===== config.mk =====
export PLATFORM = sky130hd
export DESIGN_NAME = pipe_stage_reg
export DESIGN_NICKNAME = d
export VERILOG_FILES = /design/src/rtl/pipe_stage_reg.sv
export SDC_FILE = /design/constraint.sdc
export NUM_CORES = 1
export LEC_CHECK = 0
export BUFFER_PORTS_ARGS = -buffer_cell sky130_fd_sc_hd__buf_2
export CAP_MARGIN = 0
export CORE_ASPECT_RATIO = 1.2
export CORE_MARGIN = 3
export CORE_UTILIZATION = 40
export DETAILED_ROUTE_END_ITERATION = 8
export PLACE_DENSITY_LB_ADDON = 0.05
export SYNTH_ARGS = -nofsm -noshare
export SYNTH_HDL_FRONTEND = slang
export SYNTH_SLANG_ARGS = --single-unit

===== constraint.sdc =====
create_clock -name clk -period 1.8 [get_ports clk]
set_input_delay 0.09 -clock clk [delete_from_list [all_inputs] [get_ports clk]]
set_output_delay 0.09 -clock clk [all_outputs]
set_load 0.01 [all_outputs]

===== src/rtl/pipe_stage_reg.sv =====
// Pipeline stage register: valid/ready handshake, 2-entry skid buffer, flush.
// Optional stall counter port stall_cycles enabled by PIPE_STAGE_REG_PERF_EN.
module pipe_stage_reg #(
    parameter int               WIDTH     = 16,
    parameter logic [WIDTH-1:0] RESET_VAL = '0,
    parameter int               CNT_W     = 16
) (
    input  logic             clk,
    input  logic             reset,
    input  logic             flush,
    input  logic             in_valid,
    output logic             in_ready,
    input  logic [WIDTH-1:0] in_data,
    output logic             out_valid,
    input  logic             out_ready,
    output logic [WIDTH-1:0] out_data
`ifdef PIPE_STAGE_REG_PERF_EN
    ,
    output logic [CNT_W-1:0] stall_cycles
`endif
);

    typedef enum logic [1:0] {
        S_EMPTY,
        S_FULL,
        S_SKID
    } state_t;

    state_t           r_state;
    logic [WIDTH-1:0] r_main;
    logic [WIDTH-1:0] r_skid;
    logic             r_out_valid;
    logic             r_in_ready;
    logic             w_in_xfer;
    logic             w_out_xfer;

    if (CNT_W < 1) begin : g_bad_cnt_w
        $error("CNT_W must be at least 1");
    end

    assign w_in_xfer  = in_valid & r_in_ready;
    assign w_out_xfer = r_out_valid & out_ready;

    assign in_ready  = r_in_ready;
    assign out_valid = r_out_valid;
    assign out_data  = r_main;

    // Handshake flags are registered next to the state so in_ready never
    // depends combinationally on out_ready.
    always_ff @(posedge clk) begin
        if (reset) begin
            r_state     <= S_EMPTY;
            r_main      <= RESET_VAL;
            r_skid      <= RESET_VAL;
            r_out_valid <= 1'b0;
            r_in_ready  <= 1'b1;
        end else if (flush) begin
            r_state     <= S_EMPTY;
            r_out_valid <= 1'b0;
            r_in_ready  <= 1'b1;
        end else begin
            unique case (r_state)
                S_EMPTY: begin
                    if (w_in_xfer) begin
                        r_main      <= in_data;
                        r_state     <= S_FULL;
                        r_out_valid <= 1'b1;
                    end
                end
                S_FULL: begin
                    if (w_in_xfer && w_out_xfer) begin
                        r_main <= in_data;
                    end else if (w_in_xfer) begin
                        r_skid     <= in_data;
                        r_state    <= S_SKID;
                        r_in_ready <= 1'b0;
                    end else if (w_out_xfer) begin
                        r_state     <= S_EMPTY;
                        r_out_valid <= 1'b0;
                    end
                end
                S_SKID: begin
                    if (w_out_xfer) begin
                        r_main     <= r_skid;
                        r_state    <= S_FULL;
                        r_in_ready <= 1'b1;
                    end
                end
                default: begin
                    r_state     <= S_EMPTY;
                    r_out_valid <= 1'b0;
                    r_in_ready  <= 1'b1;
                end
            endcase
        end
    end

`ifdef PIPE_STAGE_REG_PERF_EN
    logic [CNT_W-1:0] r_stall_cnt;

    assign stall_cycles = r_stall_cnt;

    // Saturating; flush deliberately leaves the count alone.
    always_ff @(posedge clk) begin
        if (reset) begin
            r_stall_cnt <= '0;
        end else if (r_out_valid && !out_ready && !(&r_stall_cnt)) begin
            r_stall_cnt <= r_stall_cnt + 1'b1;
        end
    end
`endif

endmodule


# Word level (Yosys, flattened, before mapping)
# Index checks and enable logic that the tools add are counted.
# op_classes
add_sub_neg,0
multipliers,0
n_div,0
n_lt_le_gt_ge,0
n_eq_ne,10
n_shift,0
mux,19
bitwise_logic,6
n_reduce_logical,9
# op_table
cell,count
$mux 16,3
$pmux 16 s3,1
$ne 2x2->1 const B,7
$reduce_and 4->1,3
$mux 2,5
$reduce_and 5->1,2
$mux 1,7
$pmux 1 s3,2
$pmux 2 s3,1
$not 1->1,4
$ne 3x3->1 const B,1
$reduce_bool 3->1,1
$and 1x1->1,2
$eq 2x1->1 const B,1
$eq 2x2->1 const B,1
$logic_not 2->1,1
$reduce_or 2->1,1
$logic_and 1x1->1,1
# totals
reg_bits,36
latch_bits,0
mem_bits_rw,0
mem_bits_ro,0
in_bits,21
n_memories,0

# Depth between registers and ports, before layout
# logic_depth
word_depth,5
depth_mapped,7
ltp_nobuf,4

# Least setup slack after synthesis
# No wires, ideal clock.
# synth_timing
path_type,reg2reg
from,reg r_out_valid (netlist: out_valid)
to,reg r_main[15] (netlist: out_data[15])
t_arrival_ps,1482
slack_ps,231
path_stages_with_launch,6
path_buffers,1
cell_sequence,dfxtp_1 nand3b_4 a211oi_4 o21ai_2 buf_6 a221oi_2
# synth_via
elab_chain_len,4
elab_cells_between_ends,5
cone_classes,2 x eq/ne; 1 x bitwise; 2 x reduce/logical
# synth_lines
item,line_no,text
from (decl),32,logic r_out_valid;
from (signal assigned),55,r_out_valid <= 1'b0;
from (signal assigned),59,r_out_valid <= 1'b0;
from (signal assigned),67,r_out_valid <= 1'b1;
$and 1x1->1 (*),42,assign w_out_xfer = r_out_valid & out_ready;
$logic_and 1x1->1,71,if (w_in_xfer && w_out_xfer) begin
$ne 2x2->1 (no line),-,
$reduce_and 5->1 (no line) (*),-,
to (signal assigned),65,r_main <= in_data;
to (signal assigned),72,r_main <= in_data;
to (signal assigned),84,r_main <= r_skid;
to (decl),30,logic [WIDTH-1:0] r_main;
# Mark *: on every way between the ends. The rest lies on a longest branch, timed or not.
# A chain may end at the register's enable or synchronous reset.

# Final worst setup path
# layout_timing
from,reg r_state[1]
to,reg r_main[14] (netlist: out_data[14])
# layout_via
elab_chain_len,3
elab_cells_between_ends,9
cone_classes,5 x eq/ne; 1 x mux; 3 x reduce/logical
# layout_lines
item,line_no,text
from (decl),29,state_t r_state;
from (signal assigned),52,r_state <= S_EMPTY;
from (signal assigned),58,r_state <= S_EMPTY;
from (signal assigned),66,r_state <= S_FULL;
$eq 2x1->1 (tied with other cells),62,unique case (r_state)
$ne 2x2->1 (no line) / $reduce_bool 3->1 (equally long branches),-,
$reduce_and 5->1 (no line),-,
# Parallel ways exist; a longest one is shown, timed or not.

==> results.sh <==
export IMPL_route_vias_total=1269
export IMPL_root_buffer="clkbuf_8"
export IMPL_place_ws_ps=14.4
export IMPL_maxSlewViolCount=0
export IMPL_start_util_pct=42.5
export IMPL_post_route_period_util_pct=91.4
export IMPL_final_hold_violation_count=0
export IMPL_synth_area_leaders="dfxtp_1 46%, mux2i_1 11%, a221oi_2 8.6%"
export IMPL_vdd_drop_max_mv=0.621
export IMPL_vias_per_cell=5.04
export IMPL_cts_resized=0
export IMPL_worstSkewPairLatency_ps=280
export IMPL_finalCriticalPeriod_ps=1640
export IMPL_path_buf_inv=1
export IMPL_grt_usage_pct=15.9
export IMPL_clockBufferDepth=2
export IMPL_status="completed"
export IMPL_synth_top_area_share_pct=45.9
export IMPL_dp_cells=244
export IMPL_place_congestion=0.830
export IMPL_fillers=368
export IMPL_crit_family="compound AO/OA/AOI/OAI gates"
export IMPL_p_leak_nw=0.904
export IMPL_setup_ws_ps=156
export IMPL_drtPass1Iterations=4
export IMPL_crit_slowest_cell="a221oi_1"
export IMPL_placementRows=24
export IMPL_antenna_found_initial=0
export IMPL_netlist_area_um2=1570
export IMPL_die_w_um=63.2
export IMPL_place_area_um2=1820
export IMPL_grt_first_pass_wirelength_um=5820
export IMPL_die_h_um=74.7
export IMPL_cp_cell_sequence="buf_4 > nand3b_4 > a211oi_4 > o21ai_4 > a221oi_1"
export IMPL_worst_pin_slew_ps=576
export IMPL_dp_hpwl_um=2370
export IMPL_grt_overflow_total=0
export IMPL_nets=220
export IMPL_yosysUniqueCellTypes=28
export IMPL_maxCapViolCount=0
export IMPL_crit_fanout=16
export IMPL_rsz0062_at_grt="false"
export IMPL_cts_tree="built"
export IMPL_antenna_diode_count=0
export IMPL_grt_pass1_vias=1253
export IMPL_numCtsBuffers=5
export IMPL_routed_wl_um=3320
export IMPL_ys_seq_elements=36
export IMPL_final_cells=252
export IMPL_crit_type="reg -> reg"
export IMPL_syn_mean_instance_area_um2=9.95
export IMPL_drive_above_1_share_pct=32.5
export IMPL_coreArea_um2=3690
export IMPL_cp_end_kind="flip-flop"
export IMPL_fin_area_um2=1920
export IMPL_drc=0
export IMPL_portBuffers=38
export IMPL_clk_pin_slew_worst_paths_ps=70
export IMPL_synth_nets=179
export IMPL_syn2layout_area_growth_pct=22.1
export IMPL_drt_iter0_drc=39
export IMPL_max_freq_mhz=608
export IMPL_post_cts_setup_buffers=0
export IMPL_grt_max_degree=24
export IMPL_max_slew_margin_pct=61.4
export IMPL_syn_inst=158
export IMPL_clock_sinks=36
export IMPL_htreeDepth=2
export IMPL_crit_arrival_ps=1820
export IMPL_yosysWarnings=0
export IMPL_final_cell_mix="38 x buf_2, 36 x dfxtp_1, 19 x nor2_1"
export IMPL_yosysTopAreaCell="dfxtp_1"
export IMPL_p_total_mw=1.64
export IMPL_ant_nets=0
export IMPL_ios=39
export IMPL_critPathMaxStageDelay_ps=370
export IMPL_clock_skew_ps=2.80
export IMPL_hold_buffers=0
export IMPL_dieArea_um2=4720
export IMPL_hold_class="in -> reg"
export IMPL_worstPathRequired_ps=1970
export IMPL_mostFrequentLayoutCell="buf_2"
export IMPL_setup_tns_final_ps=0
export IMPL_cp_start_kind="flip-flop"
export IMPL_seq_area_frac_synth_pct=45.9
export IMPL_p_per_area_nw_per_um2=854
export IMPL_avgRoutedWirePerCell_um=13.2
export IMPL_setup_viol=0
==> routing by layer <==
metal	wire (um)	vias to the layer above	GRT usage [%]
met5	0	-	0
met4	23	0	6.24
met3	172	2	4.78
met2	1560	32	25.6
met1	1560	583	20.2
li1	-	652	-
==> kinds of logic after synthesis <==
kind of cell    after synthesis  synth area share (%)
compound gates               43                  24.1
buf+inv                      30                  8.68
flops                        36                  45.9
mux                          17                  10.8
simple gates                 32                  10.5
==> power breakdown <==
group	total (mW)	switching [mW]	internal, mW
Sequential	0.851	0.0190	0.832
Clock	0.573	0.261	0.312
Combinational	0.216	0.118	0.0980
==> layout make-up <==
cell class | count | area (um2) | area share [%]
Clock buffer | 8 | 90.1 | 4.69
Inverter | 17 | 63.8 | 3.32
Multi-Input combinational cell | 92 | 722 | 37.6
Sequential cell | 36 | 721 | 37.5
Tap cell | 52 | 65.1 | 3.39
Timing Repair Buffer | 47 | 258 | 13.4
==> worst reg2reg max path: stages, from the launching register on <==
cell and delay [ps]:
dfxtp_1 320, buf_4 160, nand3b_4 160, a211oi_4 310, o21ai_4 230, a221oi_1 370
==> through the flow <==
| stage | hold WS [ps] | utilization [%] |
|---|---|---|
| finish | 55.4 | 52.0 |
| global placement | 340 | 49.3 |
| CTS | 48.4 | 51.8 |
| detailed placement | 342 | 49.3 |
| floorplan | 169 | - |
| global route | 59.6 | 52.0 |
==> flip-flops by register name, summed over array words and instances, names as in the netlist <==
signal,cells
out_data,16
r_skid,16
r_state,2
in_ready,1
out_valid,1
==> Yosys cell counts <==
library cell and count:
nand2b_1 1, inv_1 17, buf_1 2, buf_2 4
a21oi_1 4, o21ai_2 1, nand3b_1 1, buf_4 1
a221oi_1 7, mux2i_1 17, nor4_1 1, dfxtp_1 36
a211oi_4 1, and2_0 1, nor2b_1 2, nor2_1 19
o22ai_1 17, a221oi_2 9, and2_1 1, o21a_1 2
nand2_1 3, a21boi_0 1, buf_6 2, and3b_1 1
clkbuf_1 4, nand3b_4 1, o21ai_0 1, nand4b_1 1
==> worst paths after layout <==
check	from	to	slack, ps	depth (start not counted)
worst max-delay path	r_state[1]	out_data[14]	160	5
worst min-delay path	flush	r_state[1]	60	2
worst max register to register	r_state[1]	out_data[14]	160	5
worst min register to register	out_data[5]	out_data[5]	460	2
(Power assumes the default switching activity.)
